--- config.mk ---
export PLATFORM = sky130hd
export DESIGN_NAME = uart_rx
export DESIGN_NICKNAME = d
export VERILOG_FILES = /design/src/rtl/uart_rx.sv
export SDC_FILE = /design/constraint.sdc
export NUM_CORES = 1
export LEC_CHECK = 0
export ABC_AREA = 1
export BUFFER_PORTS_ARGS = -buffer_cell sky130_fd_sc_hd__buf_2
export CAP_MARGIN = 40
export CORE_ASPECT_RATIO = 0.5
export CORE_UTILIZATION = 59
export DETAILED_ROUTE_END_ITERATION = 8
export PLACE_DENSITY = 0.8
export SYNTH_ARGS = -nofsm -noshare
export SYNTH_HDL_FRONTEND = slang
export SYNTH_SLANG_ARGS = --single-unit
--- constraint.sdc ---
create_clock -name sysclk -period 1.57 [get_ports sysclk]
set_input_delay 0.3925 -clock sysclk [delete_from_list [all_inputs] [get_ports sysclk]]
set_output_delay 0.3925 -clock sysclk [all_outputs]
set_load 0.02 [all_outputs]
--- src/rtl/uart_rx.sv ---
// 8N1 UART receiver: 2-FF synchroniser, mid-bit sampling, stop/framing check, one-cycle strobes.
// Optional parity bit between data and stop when UART_RX_PARITY_EN is defined.
module uart_rx #(
   parameter int unsigned N       = 8,
   parameter int unsigned PSCALER = 1,
   parameter int unsigned DIV     = 10
) (
   input  logic         sysclk,
   input  logic         reset_n,
   input  logic         parity_i,
   input  logic         rx_i,
   output logic [N-1:0] rx_data_o,
   output logic         rx_valid_o,
   output logic         rx_err_o,
   output logic         rx_busy_o
);

   localparam int unsigned BIT_CYC = PSCALER * DIV;
   localparam int unsigned HALF    = BIT_CYC / 2;
   localparam int unsigned CW      = $clog2(N + 1);
   localparam logic [15:0]   HALF_M1 = 16'(HALF - 1);
   localparam logic [15:0]   BIT_M1  = 16'(BIT_CYC - 1);
   localparam logic [CW-1:0] LAST    = CW'(N - 1);

`ifdef UART_RX_PARITY_EN
   typedef enum logic [5:0] {
      S_IDLE   = 6'b000001,
      S_START  = 6'b000010,
      S_DATA   = 6'b000100,
      S_PARITY = 6'b001000,
      S_STOP   = 6'b010000,
      S_BREAK  = 6'b100000
   } state_e;
`else
   typedef enum logic [4:0] {
      S_IDLE  = 5'b00001,
      S_START = 5'b00010,
      S_DATA  = 5'b00100,
      S_STOP  = 5'b01000,
      S_BREAK = 5'b10000
   } state_e;
`endif

   state_e        state_q, state_d;
   logic          sync1_q, sync2_q;
   logic [15:0]   cyc_cnt_q, cyc_cnt_d;
   logic [CW-1:0] bit_cnt_q, bit_cnt_d;
   logic [N-1:0]  shift_q, shift_d;
   logic [N-1:0]  rx_data_q, rx_data_d;
   logic          rx_valid_q, rx_valid_d;
   logic          rx_err_q, rx_err_d;
   logic          rx_busy_q, rx_busy_d;
   logic          rx_s;
   logic          par_bad;

`ifdef UART_RX_PARITY_EN
   logic par_err_q, par_err_d;
   assign par_bad = par_err_q;
`else
   logic unused_parity;
   assign unused_parity = parity_i;
   assign par_bad       = 1'b0;
`endif

   assign rx_s = sync2_q;

   always_comb begin
      state_d    = state_q;
      cyc_cnt_d  = cyc_cnt_q + 16'd1;
      bit_cnt_d  = bit_cnt_q;
      shift_d    = shift_q;
      rx_data_d  = rx_data_q;
      rx_valid_d = 1'b0;
      rx_err_d   = 1'b0;
`ifdef UART_RX_PARITY_EN
      par_err_d  = par_err_q;
`endif
      case (state_q)
         S_IDLE: begin
            cyc_cnt_d = '0;
`ifdef UART_RX_PARITY_EN
            par_err_d = 1'b0;
`endif
            if (!rx_s) state_d = S_START;
         end
         S_START: begin
            if (cyc_cnt_q == HALF_M1) begin
               cyc_cnt_d = '0;
               bit_cnt_d = '0;
               state_d   = rx_s ? S_IDLE : S_DATA;
            end
         end
         S_DATA: begin
            if (cyc_cnt_q == BIT_M1) begin
               cyc_cnt_d = '0;
               shift_d   = {rx_s, shift_q[N-1:1]};
               bit_cnt_d = bit_cnt_q + CW'(1);
               if (bit_cnt_q == LAST) begin
`ifdef UART_RX_PARITY_EN
                  state_d = S_PARITY;
`else
                  state_d = S_STOP;
`endif
               end
            end
         end
`ifdef UART_RX_PARITY_EN
         S_PARITY: begin
            if (cyc_cnt_q == BIT_M1) begin
               cyc_cnt_d = '0;
               par_err_d = rx_s != (^shift_q ^ parity_i);
               state_d   = S_STOP;
            end
         end
`endif
         S_STOP: begin
            if (cyc_cnt_q == BIT_M1) begin
               cyc_cnt_d = '0;
               // Parity failure with a good stop bit still returns straight to IDLE.
               if (rx_s && !par_bad) begin
                  rx_data_d  = shift_q;
                  rx_valid_d = 1'b1;
               end else begin
                  rx_err_d = 1'b1;
               end
               state_d = rx_s ? S_IDLE : S_BREAK;
            end
         end
         S_BREAK: begin
            cyc_cnt_d = '0;
            if (rx_s) state_d = S_IDLE;
         end
         default: begin
            cyc_cnt_d = '0;
            state_d   = S_IDLE;
         end
      endcase
      rx_busy_d = (state_d != S_IDLE);
   end

   always_ff @(posedge sysclk or negedge reset_n) begin
      if (!reset_n) begin
         state_q    <= S_IDLE;
         sync1_q    <= 1'b1;
         sync2_q    <= 1'b1;
         cyc_cnt_q  <= '0;
         bit_cnt_q  <= '0;
         shift_q    <= '0;
         rx_data_q  <= '0;
         rx_valid_q <= 1'b0;
         rx_err_q   <= 1'b0;
         rx_busy_q  <= 1'b0;
`ifdef UART_RX_PARITY_EN
         par_err_q  <= 1'b0;
`endif
      end else begin
         state_q    <= state_d;
         sync1_q    <= rx_i;
         sync2_q    <= sync1_q;
         cyc_cnt_q  <= cyc_cnt_d;
         bit_cnt_q  <= bit_cnt_d;
         shift_q    <= shift_d;
         rx_data_q  <= rx_data_d;
         rx_valid_q <= rx_valid_d;
         rx_err_q   <= rx_err_d;
         rx_busy_q  <= rx_busy_d;
`ifdef UART_RX_PARITY_EN
         par_err_q  <= par_err_d;
`endif
      end
   end

   assign rx_data_o  = rx_data_q;
   assign rx_valid_o = rx_valid_q;
   assign rx_err_o   = rx_err_q;
   assign rx_busy_o  = rx_busy_q;

endmodule

== Yosys cells after proc, flatten, opt, wreduce, memory -nomap -nowiden ==
Index checks and enable logic that the tools add are counted.

* Equal/unequal tests: 11
* Mux-type cells: 21
* Reductions and logical operators: 5
* $add $sub $neg: 2

{| class="wikitable"
|+ Operators with widths
! cell !! number
|-
| 5-bit 2-to-1 mux || 7
|-
| 16-bit 2-to-1 mux || 2
|-
| 16-bit one-hot mux with 2 select lines || 1
|-
| 5-bit one-hot mux with 5 select lines || 1
|-
| 16-bit by 1-bit adder with 16-bit output, second input constant || 1
|-
| 16-bit by 3-bit == test with 1-bit output, second input constant || 1
|-
| 16-bit by 4-bit == test with 1-bit output, second input constant || 1
|-
| 4-bit 2-to-1 mux || 2
|-
| 4-bit one-hot mux with 2 select lines || 1
|-
| 1-bit 2-to-1 mux || 6
|-
| 3-bit AND reduction || 2
|-
| 5-bit by 1-bit == test with 1-bit output, second input constant || 1
|-
| 5-bit by 2-bit == test with 1-bit output, second input constant || 1
|-
| 5-bit by 3-bit == test with 1-bit output, second input constant || 1
|-
| 5-bit by 4-bit == test with 1-bit output, second input constant || 1
|-
| 5-bit == test, second input constant || 1
|-
| 5-bit by 1-bit != test with 1-bit output, second input constant || 1
|-
| 4-bit by 1-bit adder with 4-bit output, second input constant || 1
|-
| 4-bit by 3-bit == test with 1-bit output, second input constant || 1
|-
| 2-bit != test, second input constant || 2
|-
| 3-bit 2-to-1 mux || 1
|-
| 2-bit AND reduction || 1
|-
| 2-bit nonzero test || 1
|-
| 2-bit OR reduction || 1
|}

* Output and inout bits: 11
* Word-level logic and storage cells: 49
* Flip-flop bits (word level): 46

== Logic depth before layout (Yosys ltp) ==
Gate-level depths: netlist of the first run.

* Depth after elaboration: 5
* Gate-level depth with buffers: 10
* Mapped depth without buffers: 9

== Least setup slack after synthesis of the first run ==
Ideal clock, no wire load.

* Kind: reg-to-reg
* Start point: register cyc_cnt_q[0]
* End point: register cyc_cnt_q[13]
* Arrival: 1315 ps
* Data required time: 1451 ps
* Buffers on the path: 1
* Stages on the path, launching flop included: 11
* Slack: 136 ps
* Cells stage by stage: dfrtp_1 inv_1 ha_1 nand3_1 nor2_2 nand2_2 nand2_4 nand2_4 inv_2 buf_6 nor2_2

* Cells in the longest elaborated chain, start to end: 3

{| class="wikitable"
|+ Ends and longest elaborated chain
! item !! RTL line !! source
|-
| from (decl) || 46 || <nowiki>logic [15:0] cyc_cnt_q, cyc_cnt_d;</nowiki>
|-
| from (signal assigned) || 160 || <nowiki>cyc_cnt_q <= cyc_cnt_d;</nowiki>
|-
| 16-bit by 1-bit adder with 16-bit output (tied with other cells) || 69 || <nowiki>cyc_cnt_d = cyc_cnt_q + 16'd1;</nowiki>
|-
| 16-bit 2-to-1 mux (on tied branches) || 94, 117, 87 ||
|-
| 16-bit one-hot mux with 2 select lines (*) || 78 || <nowiki>case (state_q)</nowiki>
|-
| via cyc_cnt_d[13] || 46 ||
|}

Mark *: on every way through the listed nets, which the timed path passes. The rest lies on a longest branch.
A chain may end at the register's enable or synchronous reset.

== Final worst setup path of the first run ==
* Start point: register cyc_cnt_q[6]
* End point: register state_q[2]

* Cells in the longest elaborated chain, start to end: 3

{| class="wikitable"
|+ Ends and longest elaborated chain
! item !! RTL line !! source
|-
| 16-bit by 4-bit == test with 1-bit output or 16-bit by 3-bit == test with 1-bit output (tied branches) || 94, 117, 87 ||
|-
| 5-bit 2-to-1 mux (on tied branches) || 117, 87, 94 ||
|-
| 5-bit one-hot mux with 5 select lines (*) || 78 ||
|-
| via state_d[2] || 44 || <nowiki>state_e state_q, state_d;</nowiki>
|-
| to (signal assigned) || 157 || <nowiki>state_q <= state_d;</nowiki>
|-
| to (decl) || 44 ||
|}

Marks and branches as above.

==> results of run 1 <==
[synth_stat cells]
| master | n |
|---|---|
| sky130_fd_sc_hd__nand3_1 | 14 |
| sky130_fd_sc_hd__nand2_4 | 2 |
| sky130_fd_sc_hd__xnor2_1 | 2 |
| sky130_fd_sc_hd__o21ai_0 | 5 |
| sky130_fd_sc_hd__dfrtp_1 | 43 |
| sky130_fd_sc_hd__nand3_2 | 2 |
| sky130_fd_sc_hd__nor3_1 | 2 |
| sky130_fd_sc_hd__or2_2 | 1 |
| sky130_fd_sc_hd__nor2_1 | 35 |
| sky130_fd_sc_hd__a31o_2 | 2 |
| sky130_fd_sc_hd__nand2_2 | 4 |
| sky130_fd_sc_hd__dfstp_2 | 3 |
| sky130_fd_sc_hd__clkinv_2 | 1 |
| sky130_fd_sc_hd__buf_2 | 1 |
| sky130_fd_sc_hd__nand2_1 | 92 |
| sky130_fd_sc_hd__inv_2 | 2 |
| sky130_fd_sc_hd__a21oi_1 | 3 |
| sky130_fd_sc_hd__ha_1 | 4 |
| sky130_fd_sc_hd__nand4_2 | 1 |
| sky130_fd_sc_hd__o31ai_1 | 1 |
| sky130_fd_sc_hd__nor2_4 | 3 |
| sky130_fd_sc_hd__o22ai_1 | 2 |
| sky130_fd_sc_hd__nor2_2 | 14 |
| sky130_fd_sc_hd__nand4_1 | 2 |
| sky130_fd_sc_hd__buf_6 | 1 |
| sky130_fd_sc_hd__xor2_1 | 9 |
| sky130_fd_sc_hd__inv_1 | 17 |
| sky130_fd_sc_hd__nand3b_1 | 1 |
| sky130_fd_sc_hd__o21bai_1 | 1 |
[metal layers]
| layer | vias to the layer above | GRT usage | wire length, um |
|---|---|---|---|
| met5 | - | 0 | 0 |
| met1 | 885 | 0.2857 | 2145 |
| li1 | 922 | - | - |
| met3 | 9 | 0.06341 | 263 |
| met4 | 0 | 0.08254 | 49 |
| met2 | 70 | 0.4258 | 2368 |
[sequential cells by signal (all words and copies together) (netlist names)]
name        count
cyc_cnt_q      16
rx_data_o       8
shift_q         8
state_q         5
bit_cnt_q       4
rx_busy_o       1
rx_err_o        1
rx_s            1
rx_valid_o      1
sync1_q         1
[power by group through the flow]
| stage | logic (mW) | clock network (mW) | registers, mW |
|---|---|---|---|
| 3_3_place_gp | 0.436 | 0 | 1.31 |
| 4_1_cts | 0.452 | 0.884 | 1.29 |
| 3_5_place_dp | 0.448 | 0 | 1.31 |
| 2_1_floorplan | 0.284 | 0 | 1.33 |
| 6_report | 0.523 | 0.885 | 1.29 |
| 5_1_grt | 0.577 | 0.932 | 1.30 |
[worst paths after layout]
check / endpoint / slack (ps) / cells after the start
max in group asynchronous: cyc_cnt_q[9]$_DFF_PN0_ / 1050 / 2
worst min register to register: rx_s$_DFF_PN1_ / 360 / 0
worst max register to register: state_q[2]$_DFF_PN0_ / -9 / 7
min in group sysclk: sync1_q$_DFF_PN1_ / 190 / 1
worst min-delay path: shift_q[7]$_DFFE_PN0P_ / 20 / 1
worst max-delay path: state_q[2]$_DFF_PN0_ / -9 / 7
[cell type report]
cell class | count | share of cell area
clock buffers | 6 | 0.02654
clock inverters | 2 | 0.01373
inverters | 20 | 0.02883
multi-input cells | 203 | 0.4032
flip-flops and latches | 46 | 0.4224
well taps | 51 | 0.02334
repair buffers | 31 | 0.08192
[worst max-delay path, delay by kind of cell (launching register included)]
family / cells / cell delay [ps]
simple gates: 4 / 590
flops: 1 / 430
compound gates: 2 / 290
buf+inv: 1 / 150
[per-stage QoR]
stage          std cells  power [mW]  setup slack (ps)
2_1_floorplan        270       1.615             135.9
3_3_place_gp         344       1.745             55.93
3_5_place_dp         344       1.763             12.12
4_1_cts              352       2.627           -0.5880
5_1_grt              359       2.809            -62.37
6_report             359       2.701            -8.630
[placed cells by master, fill, tap and decap left out, types with 2 or more instances in the layout]
master                     instances
sky130_fd_sc_hd__xor2_1            8
sky130_fd_sc_hd__nor2_4            5
sky130_fd_sc_hd__nand4_1           2
sky130_fd_sc_hd__a21oi_1           3
sky130_fd_sc_hd__inv_1            14
sky130_fd_sc_hd__nor3_1            2
sky130_fd_sc_hd__dfrtp_1          43
sky130_fd_sc_hd__clkbuf_8          5
sky130_fd_sc_hd__nand3_1          10
sky130_fd_sc_hd__nand3_2           6
sky130_fd_sc_hd__inv_2             4
sky130_fd_sc_hd__nand2_2           4
sky130_fd_sc_hd__o22ai_1           2
sky130_fd_sc_hd__nor2_1           33
sky130_fd_sc_hd__buf_2            13
sky130_fd_sc_hd__xnor2_1           2
sky130_fd_sc_hd__nand2_1          89
sky130_fd_sc_hd__o21ai_0           5
sky130_fd_sc_hd__a31o_2            2
sky130_fd_sc_hd__ha_1              2
sky130_fd_sc_hd__buf_4            15
sky130_fd_sc_hd__dfstp_2           3
sky130_fd_sc_hd__nand2_4           5
sky130_fd_sc_hd__nor2_2           15
[timing repair]
| action | 4_1_cts | 5_1_grt |
|---|---|---|
| setup endpoints to repair | 2 | 35 |
| gates cloned | 0 | 1 |
| resized for setup | 0 | 25 |
| pin swaps | 1 | 8 |
| hold buffers | 0 | 0 |
| buffers inserted | 0 | 6 |
[cell families after synthesis]
family | share of synthesized area
AND/OR/NAND/NOR | 0.3466
flip-flops | 0.5102
buffers and inverters | 0.04090
AO/OA/AOI/OAI | 0.03759
XOR/XNOR | 0.04257
adder cells (fa/ha/maj) | 0.02211
==> summary.txt, run 1 <==
===========================================================================
Worst-path clk slew                                                   90 ps
Via count of the first global-routing pass                             1620
Post-layout instance area                                          2734 um2
Number of diodes added for antenna fixing                                 0
Average cell area after synthesis                                 8.383 um2
Library cell with the largest summed area after synthesis      sky130_fd_sc_hd__dfrtp_1
Slowest-stage cell, CP                                         sky130_fd_sc_hd__dfrtp_1
RSZ-0062 raised after global routing                                   true
Antenna violations before repair                                          0
Number of instances in the synthesized netlist                          270
Clock root buffer                                              sky130_fd_sc_hd__clkbuf_8
Slowest stage delay, CP                                              430 ps
Worst clock skew                                                   10.01 ps
Number of levels the H-tree was split into                                2
DRT iter0 DRCs                                                          102
Number of port buffers                                                   13
Number of inserted filler cells in the final layout                     234
Path type of the worst min-delay path                           in -> async
Sequential element share of the synthesized area                     0.5102
Max VDD drop                                                       453.3 uV
Power Internal                                                     1.921 mW
Share of layout cells above drive strength 1                         0.2890
Net Count, Synth                                                        278
Worst endpoint required time                                        1750 ps
Maximum root-to-sink buffer count                                         2
Area growth syn-to-layout                                            20.78%
Clock buffers created by TritonCTS                                        5
Total Negative Setup Slacks                                       -8.630 ps
Area of the core                                                   3547 um2
Share of total power in combinational logic                           0.194
Largest net degree at the start of global routing                        29
Remaining global-route overflow                                           0
Fmax                                                             0.6335 GHz
Netlist area before placement                                      2263 um2
Hold violation count in the final report                                  0
Reg-to-reg critical path startpoint                            cyc_cnt_q[6]$_DFF_PN0_
Post-detailed-route DRC marker count                                      0
Yosys warning total                                                       0
Remaining antenna violation count                                         0
Register Area                                                      1155 um2
Routability cong.                                                    0.9006
Final max-slew violation count                                            0
CP Class                                                         reg -> reg
Initial core utilization                                             0.6381
Switching fraction of total power                                    0.2887
Sum of net half-perimeters after detailed placement                 3181 um
Routed wirelength normalized by instance count                     13.45 um
Unique cell type count in the Yosys netlist                              29
Post-layout nets                                                        315
Number of failing setup endpoints in the final timing report              1
Least setup slack across all paths after layout                   -8.630 ps
Sequential share of power                                             0.479
Multi-input gate area in the final layout                          1102 um2
First-pass GRT wire length                                          7010 um
Highest net fanout along the worst path                                   5
Tcrit/Tclk final                                                      1.005
Placed cell area                                                   2479 um2
Vias                                                                   1886
Synth top area share                                                 0.4754
Sink Count                                                               46
Num ports                                                                15
Category of the worst setup path capture point                     register
Die area                                                           4103 um2
Failing checks                                                 negative setup slack
Total wire length after detailed routing                            4827 um
Cells traversed along the worst timing path                    nor2_1 -> nand2_2 -> nor2_4 -> nand2_4 -> buf_4 -> o21ai_0 -> o31ai_1
Vertical die dimension                                             45.80 um
Worst-Skew Late Latency                                              300 ps
Element type at the critical path start                            register
Transition at the pin with the smallest max-transition slack       434.6 ps
Max capacitance violation total                                           0
Hold Worst Slack                                                   19.36 ps
Net switching component of the power                              0.7798 mW
Total leakage power                                                1.322 nW
CTS tree                                                                yes
Clock group share of total power                                      0.328
Row count                                                                15
Global Route Usage Sum                                               0.2384
Vias per Instance                                                     5.253
Worst relative slew slack                                            0.7103
Pre-Repair DR Iteration Count                                             5
Overall die width                                                  89.60 um
Ratio of total power to cell area                              988.1 nW/um2
Biggest area contributors in the synthesized netlist           sky130_fd_sc_hd__dfrtp_1, sky130_fd_sc_hd__nand2_1, sky130_fd_sc_hd__nor2_1
Synthesized flop and latch total                                         46
Arrival time of data at the critical path endpoint                  1760 ps
Final core area utilization                                          0.7707
Outcome                                                        finished with violations
Period minus WS final                                               1579 ps
Launching instance or port of the critical path                cyc_cnt_q[6]$_DFF_PN0_
===========================================================================
(Power assumes the default switching activity.)
==> run 2, diff against run 1 <==
--- a/config.mk
+++ b/config.mk
@@ -9,9 +9,10 @@
 export BUFFER_PORTS_ARGS = -buffer_cell sky130_fd_sc_hd__buf_2
 export CAP_MARGIN = 40
 export CORE_ASPECT_RATIO = 0.5
-export CORE_UTILIZATION = 59
+export CORE_UTILIZATION = 54
 export DETAILED_ROUTE_END_ITERATION = 8
-export PLACE_DENSITY = 0.8
+export PLACE_DENSITY = 0.77
+export RECOVER_POWER = 50
 export SYNTH_ARGS = -nofsm -noshare
 export SYNTH_HDL_FRONTEND = slang
 export SYNTH_SLANG_ARGS = --single-unit
==> constraint.sdc (replaced) <==
create_clock -name sysclk -period 1.3 [get_ports sysclk]
set_input_delay 0.325 -clock sysclk [delete_from_list [all_inputs] [get_ports sysclk]]
set_output_delay 0.325 -clock sysclk [all_outputs]
set_load 0.02 [all_outputs]
==> run 2 against run 1 <==
- the run still ends with negative setup slack left
- routed wire length is 37% higher
- worst hold slack better by 110 ps
- flip-flop and latch count stayed put
- critical path depth is 1 higher
- global-route usage is 4.1 points higher
- final cell count is 10% higher
- sequential share of layout area is 6.0 points lower
- via count is 15% higher
- die area is 9.0% higher
- combinational power is 85% higher
- first-iteration DRC count is 61% higher
- clock-buffer cell count is 1 lower
- critical endpoint is now shift_q[7]$_DFFE_PN0P_
- largest power group unchanged
==> summary.txt, run 2 (same netlist as run 1, synthesis figures left out) <==
==============================================================================
Slowest-stage cell, CP                                            sky130_fd_sc_hd__dfrtp_1
Num ports                                                                   15   unchanged
Switching fraction of total power                                       0.3086   +0.01992
Final max-slew violation count                                               0   unchanged
Antenna violations before repair                                             0   unchanged
Worst-Skew Late Latency                                                 310 ps   about the same
Max VDD drop                                                          752.3 uV   +66%
Number of failing setup endpoints in the final timing report                46   +45
Routed wirelength normalized by instance count                        16.64 um   +24%
Outcome                                                           finished with violations
Post-detailed-route DRC marker count                                         0   unchanged
Initial core utilization                                                0.5710   -0.06707
Area growth syn-to-layout                                               40.80%
Least setup slack across all paths after layout                      -237.6 ps   -229.0 ps
Total placed cells including tap cells                                     378   +9.9%
Hold violation count in the final report                                     0   unchanged
Largest net degree at the start of global routing                           20   -31%
Worst endpoint required time                                           1480 ps   -270 ps
Clock group share of total power                                         0.303   -0.025
Max capacitance violation total                                              0   unchanged
Register with the most flip-flops                                    cyc_cnt_q
Worst clock skew                                                      10.29 ps   +0.2764 ps
RSZ-0062 raised after global routing                                      true
Element type at the critical path start                               register
Remaining global-route overflow                                              0   unchanged
Most common cell after layout, fill and taps aside                sky130_fd_sc_hd__nand2_1
Area of the core                                                      3964 um2   +12%
Pre-Repair DR Iteration Count                                                4   -1
Total leakage power                                                   1.538 nW   +16%
Slowest stage delay, CP                                                 390 ps   -40 ps
Total wire length after detailed routing                               6589 um   +37%
Transition at the pin with the smallest max-transition slack          780.2 ps   +345.6 ps
Net switching component of the power                                  1.124 mW   +44%
Routability cong.                                                       0.9388   +4.2%
Cells traversed along the worst timing path                       buf_6 -> ha_4 -> nand3_4 -> nor2_4 -> nand3_2 -> buf_6 -> nand2_1 -> o21ai_0
Failing checks                                                    negative setup slack
Arrival time of data at the critical path endpoint                     1720 ps   -40 ps
Max reg flops                                                               16   unchanged
Vertical die dimension                                                47.78 um   +4.3%
CTS tree                                                                   yes
Vias per Instance                                                        5.467   +4.1%
Fmax                                                                0.6504 GHz   +2.7%
Post-layout instance area                                             3187 um2   +17%
Power Internal                                                        2.517 mW   +31%
Die area                                                              4470 um2   +9.0%
Via count of the first global-routing pass                                1965   +21%
Clock buffers created by TritonCTS                                           5   unchanged
Path type of the worst min-delay path                                in -> reg
Number of standard cells in the layout, taps in and fillers out            396   +10%
Number of port buffers                                                      13   unchanged
Library cell appearing most often on the critical path            sky130_fd_sc_hd__buf_6
Global Route Usage Sum                                                  0.2799   +0.04145
Period minus WS final                                                  1538 ps   -41.04 ps
Share of total power in combinational logic                              0.266   +0.072
Remaining antenna violation count                                            0   unchanged
Sequential share of power                                                0.431   -0.048
Ratio of total power to cell area                                  1142 nW/um2   +16%
Placed cell area                                                      2730 um2   +10%
CP Class                                                            reg -> reg
Hold Worst Slack                                                      125.6 ps   +106.3 ps
Tcrit/Tclk final                                                         1.183   +0.1773
Category of the worst setup path capture point                        register
Clock root buffer                                                 sky130_fd_sc_hd__clkbuf_8
Share of layout cells above drive strength 1                            0.4327   +0.1438
Worst-path clk slew                                                      90 ps   about the same
Worst relative slew slack                                               0.4798   -0.2304
Maximum root-to-sink buffer count                                            2   unchanged
First-pass GRT wire length                                             9039 um   +29%
DRT iter0 DRCs                                                             164   +61%
Commonest non-fill, non-tap cells in the layout                   sky130_fd_sc_hd__nand2_1, sky130_fd_sc_hd__dfrtp_1, sky130_fd_sc_hd__buf_4
Sum of net half-perimeters after detailed placement                    3702 um   +16%
Row count                                                                   16   +1
Number of diodes added for antenna fixing                                    0   unchanged
Post-layout nets                                                           349   +11%
Sink Count                                                                  46   unchanged
Highest net fanout along the worst path                                     10   +5
Vias                                                                      2165   +15%
Number of levels the H-tree was split into                                   2   unchanged
Overall die width                                                     93.56 um   +4.4%
==============================================================================
run 2: changes by cell type in the layout (fill, tap and decap cells not counted), moves of 5 or more:
cell | previous run | this run
sky130_fd_sc_hd__buf_6 | 1 | 7
sky130_fd_sc_hd__nor2_2 | 15 | 20
sky130_fd_sc_hd__nor2_1 | 33 | 25
sky130_fd_sc_hd__nand2_2 | 4 | 10
sky130_fd_sc_hd__buf_4 | 15 | 43
sky130_fd_sc_hd__nand2_1 | 89 | 81
run 2: final cells by class:
| class | instances | area [um2] |
|---|---|---|
| multi-input combinational | 202 | 1255 |
| timing repair buffer | 66 | 515.5 |
| fill | 201 | 777.0 |
| sequential | 46 | 1155 |
| inverter | 20 | 81.33 |
| clock inverter | 3 | 43.79 |
| clock buffer | 5 | 68.82 |
| tap | 54 | 67.56 |
run 2: final timing paths:
check                                       start                      to  slack, ps  depth (start not counted)
setup / recovery           cyc_cnt_q[0]$_DFF_PN0_  shift_q[7]$_DFFE_PN0P_       -240                          8
setup reg to reg           cyc_cnt_q[0]$_DFF_PN0_  shift_q[7]$_DFFE_PN0P_       -240                          8
min in group asynchronous                 reset_n    state_q[2]$_DFF_PN0_        600                          2
max in group asynchronous                 reset_n       sync1_q$_DFF_PN1_        -10                          3
hold / removal                               rx_i       sync1_q$_DFF_PN1_        130                          1
hold reg to reg                 sync1_q$_DFF_PN1_          rx_s$_DFF_PN1_        370                          0
run 2: per-stage QoR:
| stage | setup TNS (ps) | setup slack [ps] | power [mW] | util |
|---|---|---|---|---|
| after floorplan | -1080 | -110.4 | 1.950 | - |
| after global placement | -3614 | -142.9 | 2.221 | 0.6888 |
| after detailed placement | -6383 | -228.8 | 2.248 | 0.6888 |
| after CTS | -4180 | -160.7 | 3.518 | 0.7876 |
| after global routing | -10920 | -307.3 | 3.777 | 0.8040 |
| final | -6214 | -237.6 | 3.641 | 0.8040 |
run 2: timing repair:
item,CTS,global route
hold buffers,1,0
endpoints found under the hold margin,8,0
setup endpoints to repair,43,44
pin swaps,13,17
gates resized for setup,52,16
setup buffers,8,3
run 2: power by group through the flow:
stage          Clock, mW  Combinational, mW  Sequential (mW)
3_5_place_dp           0              0.656             1.59
3_3_place_gp           0              0.635             1.59
5_1_grt             1.17               1.03             1.57
4_1_cts             1.11              0.842             1.57
2_1_floorplan          0              0.342             1.61
6_report            1.10              0.970             1.57
run 2: metal layers:
metal | track usage | vias up | wire [um] | share of wire
met5 | 0 | - | 0 | 0
met1 | 0.3193 | 1032 | 2541 | 0.39
li1 | - | 984 | - | -
met3 | 0.06667 | 38 | 501 | 0.076
met4 | 0.1108 | 0 | 319 | 0.048
met2 | 0.5397 | 111 | 3227 | 0.49
run 2: worst max-delay path, delay by kind of cell, from the launching register on:
| kind | cells | cell delay [ps] |
|---|---|---|
| and+or+nand+nor | 4 | 470 |
| adders and majority gates | 1 | 130 |
| AOI/OAI and AO/OA | 1 | 110 |
| DFF | 1 | 390 |
| buffers and inverters | 2 | 320 |
==> run 3, diff against run 2 <==
--- a/config.mk
+++ b/config.mk
@@ -7,7 +7,7 @@
 export LEC_CHECK = 0
 export ABC_AREA = 1
 export BUFFER_PORTS_ARGS = -buffer_cell sky130_fd_sc_hd__buf_2
-export CAP_MARGIN = 40
+export CAP_MARGIN = 20
 export CORE_ASPECT_RATIO = 0.5
 export CORE_UTILIZATION = 54
 export DETAILED_ROUTE_END_ITERATION = 8
==> constraint.sdc (replaced) <==
create_clock -name sysclk -period 1.4 [get_ports sysclk]
set_input_delay 0.35 -clock sysclk [delete_from_list [all_inputs] [get_ports sysclk]]
set_output_delay 0.35 -clock sysclk [all_outputs]
set_load 0.02 [all_outputs]
==> run 3 against run 2 <==
- clock-buffer cell count increased by 1
- the flow still finishes with violations (negative setup slack)
- register-to-register slack improved by 80 ps
- maximum frequency shrank 1.3%
- largest cell class unchanged
- sequential share of layout area is 1.0 points higher
- critical path depth stayed put
- flip-flop and latch count did not move
- die area unchanged
- first-iteration DRC count fell by 25%
- critical path type unchanged
- design area fell by 2.6%
- power is 6.9% lower
==> summary.txt, run 3 (same netlist as run 1, synthesis figures left out) <==
===========================================================================
Path type of the worst min-delay path                             in -> reg
Vertical die dimension                                             47.78 um   unchanged
Highest net fanout along the worst path                                   5   -5
Sum of net half-perimeters after detailed placement                 3730 um   +0.75%
Worst hold path startpoint                                             rx_i
Routability cong.                                                    0.9701   +3.3%
CP Class                                                         reg -> reg
Tcrit/Tclk final                                                      1.113   -0.06994
Register with the most flip-flops                                 cyc_cnt_q
Worst reg2reg endpoint                                         bit_cnt_q[3]$_DFFE_PN0P_
Ratio of total power to cell area                               1092 nW/um2   -4.4%
Die area                                                           4470 um2   unchanged
Post-route total power                                             3.388 mW   -6.9%
Number of port buffers                                                   13   unchanged
Routed wirelength normalized by instance count                     17.67 um   +6.2%
Sink Count                                                               46   unchanged
Final max-slew violation count                                            0   unchanged
End point of the most critical hold path                       sync1_q$_DFF_PN1_
Hold Worst Slack                                                   140.2 ps   +14.62 ps
Slowest-stage cell, CP                                         sky130_fd_sc_hd__dfrtp_1
Failing checks                                                 negative setup slack
Element type at the critical path start                            register
Placed cell area                                                   2675 um2   -2.0%
Post-detailed-route DRC marker count                                      0   unchanged
Max VDD drop                                                       591.5 uV   -21%
Number of cells traversed by the worst hold path                          1   unchanged
Row count                                                                16   unchanged
Area growth syn-to-layout                                            37.09%
Antenna violations before repair                                          0   unchanged
Least setup slack across all paths after layout                   -158.0 ps   +79.64 ps
Largest net degree at the start of global routing                        24   +20%
Post-layout nets                                                        342   -2.0%
Number of diodes added for antenna fixing                                 0   unchanged
Transition at the pin with the smallest max-transition slack       475.7 ps   -304.5 ps
Remaining antenna violation count                                         0   unchanged
Share of layout cells above drive strength 1                         0.4119   -0.02081
Global Route Usage Sum                                               0.3047   +0.02480
Remaining global-route overflow                                           0   unchanged
Overall die width                                                  93.56 um   unchanged
Cells traversed along the worst timing path                    nor2_4 -> nand2_1 -> nor2_4 -> nand3_4 -> nand2_2 -> buf_4 -> nand3_1 -> nand2_1
First-pass GRT wire length                                          9729 um   +7.6%
Most common cell after layout, fill and taps aside             sky130_fd_sc_hd__nand2_1
Num ports                                                                15   unchanged
Worst clock skew                                                   14.57 ps   +4.285 ps
Arrival time of data at the critical path endpoint                  1800 ps   +80 ps
Outcome                                                        finished with violations
Total wire length after detailed routing                            6875 um   +4.3%
Pre-Repair DR Iteration Count                                             5   +1
Commonest non-fill, non-tap cells in the layout                sky130_fd_sc_hd__nand2_1, sky130_fd_sc_hd__dfrtp_1, sky130_fd_sc_hd__buf_4
CTS tree                                                                yes
Worst relative slew slack                                            0.6829   +0.2030
Post-layout instance area                                          3103 um2   -2.6%
Category of the worst setup path capture point                     register
Reg-to-reg critical path startpoint                            state_q[1]$_DFF_PN0_
RSZ-0062 raised after global routing                                   true
Clock root buffer                                              sky130_fd_sc_hd__clkbuf_8
Length in cells of the worst reg-to-reg path                              8   unchanged
Vias per Instance                                                     5.707   +4.4%
Instance count on the critical path                                       8   unchanged
Worst-path clk slew                                                   90 ps   about the same
Max reg flops                                                            16   unchanged
Maximum root-to-sink buffer count                                         2   unchanged
Slack of the worst reg-to-reg path                                  -160 ps   +80 ps
Area of the core                                                   3964 um2   unchanged
Worst endpoint required time                                        1640 ps   +160 ps
Hold violation count in the final report                                  0   unchanged
Fmax                                                             0.6419 GHz   -1.3%
Initial core utilization                                             0.5710   unchanged
Period minus WS final                                               1558 ps   +20.36 ps
Clock buffers created by TritonCTS                                        5   unchanged
Number of levels the H-tree was split into                                2   unchanged
Number of failing setup endpoints in the final timing report             39   -15%
Worst-Skew Late Latency                                              310 ps   about the same
Via count of the first global-routing pass                             2092   +6.5%
Worst path buffer plus inverter count                                     1   -1
DRT iter0 DRCs                                                          123   -25%
Max capacitance violation total                                           0   unchanged
Slowest stage delay, CP                                              450 ps   +60 ps
Total leakage power                                                1.527 nW   -0.75%
Vias                                                                   2220   +2.5%
Crit-path leading delay family                                 simple AND/OR/NAND/NOR gates
===========================================================================
-- run 3: cell types whose count changed in the layout (fill, tap and decap cells not counted), moves of 2 or more --
cell                      delta
sky130_fd_sc_hd__nand2_2     +3
sky130_fd_sc_hd__nand3_1     +3
sky130_fd_sc_hd__nand3_2     -3
sky130_fd_sc_hd__nand2_1     -4
sky130_fd_sc_hd__nor2_2      -3
sky130_fd_sc_hd__o21ai_0     -2
sky130_fd_sc_hd__buf_4       -7
sky130_fd_sc_hd__nand2_4     +2
sky130_fd_sc_hd__nor2_1      +3
sky130_fd_sc_hd__o21ai_1     +2
-- run 3: routing by layer --
| layer | share of wire | vias up | track usage | routed length, um |
|---|---|---|---|---|
| met5 | 0 | - | 0 | 0 |
| met4 | 0.063 | 0 | 0.2123 | 432 |
| met3 | 0.077 | 51 | 0.07460 | 526 |
| met2 | 0.48 | 143 | 0.5765 | 3333 |
| met1 | 0.38 | 1049 | 0.3240 | 2582 |
| li1 | - | 977 | - | - |
-- run 3: power breakdown --
part | switching (mW) | leakage, nW | internal [mW]
Clock | 0.482 | 0.0514 | 0.533
Combinational | 0.511 | 0.848 | 0.401
Sequential | 0.0605 | 0.628 | 1.40
-- run 3: layout make-up --
class | instances | area [um2]
Clock buffer | 6 | 72.57
Clock inverter | 2 | 37.54
Fill cell | 220 | 860.8
Inverter | 20 | 91.34
Multi-Input combinational cell | 202 | 1222
Sequential cell | 46 | 1156
Tap cell | 54 | 67.56
Timing Repair Buffer | 59 | 455.4
-- run 3: timing repair --
item | CTS | global route
pin swaps | 30 | 13
endpoints found under the hold margin | 12 | 0
gates resized for setup | 38 | 33
buffers inserted | 7 | 2
setup endpoints to repair | 40 | 44
hold buffers | 1 | 0
-- run 3: worst register-to-register path: stages, from the launching register on --
cell and delay, ps:
sky130_fd_sc_hd__dfrtp_1 450, sky130_fd_sc_hd__nor2_4 210, sky130_fd_sc_hd__nand2_1 120, sky130_fd_sc_hd__nor2_4 150, sky130_fd_sc_hd__nand3_4 120, sky130_fd_sc_hd__nand2_2 120
sky130_fd_sc_hd__buf_4 130, sky130_fd_sc_hd__nand3_1 90, sky130_fd_sc_hd__nand2_1 110
-- run 3: how the worst max path moves through the flow --
stage                                to              startpoint
2_1_floorplan   cyc_cnt_q[13]$_DFF_PN0_  cyc_cnt_q[0]$_DFF_PN0_
3_3_place_gp     cyc_cnt_q[6]$_DFF_PN0_  cyc_cnt_q[1]$_DFF_PN0_
3_5_place_dp     cyc_cnt_q[4]$_DFF_PN0_  cyc_cnt_q[1]$_DFF_PN0_
4_1_cts         cyc_cnt_q[12]$_DFF_PN0_  cyc_cnt_q[1]$_DFF_PN0_
5_1_grt            state_q[2]$_DFF_PN0_  cyc_cnt_q[0]$_DFF_PN0_
6_report       bit_cnt_q[3]$_DFFE_PN0P_    state_q[1]$_DFF_PN0_
-- run 3: per-stage QoR --
step	setup WS, ps	TNS, ps	std cells	utilization
global route	-214.8	-6158	389	0.7828
detailed placement	-171.5	-5268	371	0.6749
finish	-158.0	-3748	389	0.7828
floorplan	-10.37	-35.73	270	-
global placement	-71.85	-1827	371	0.6749
CTS	-44.60	-710.8	387	0.7544
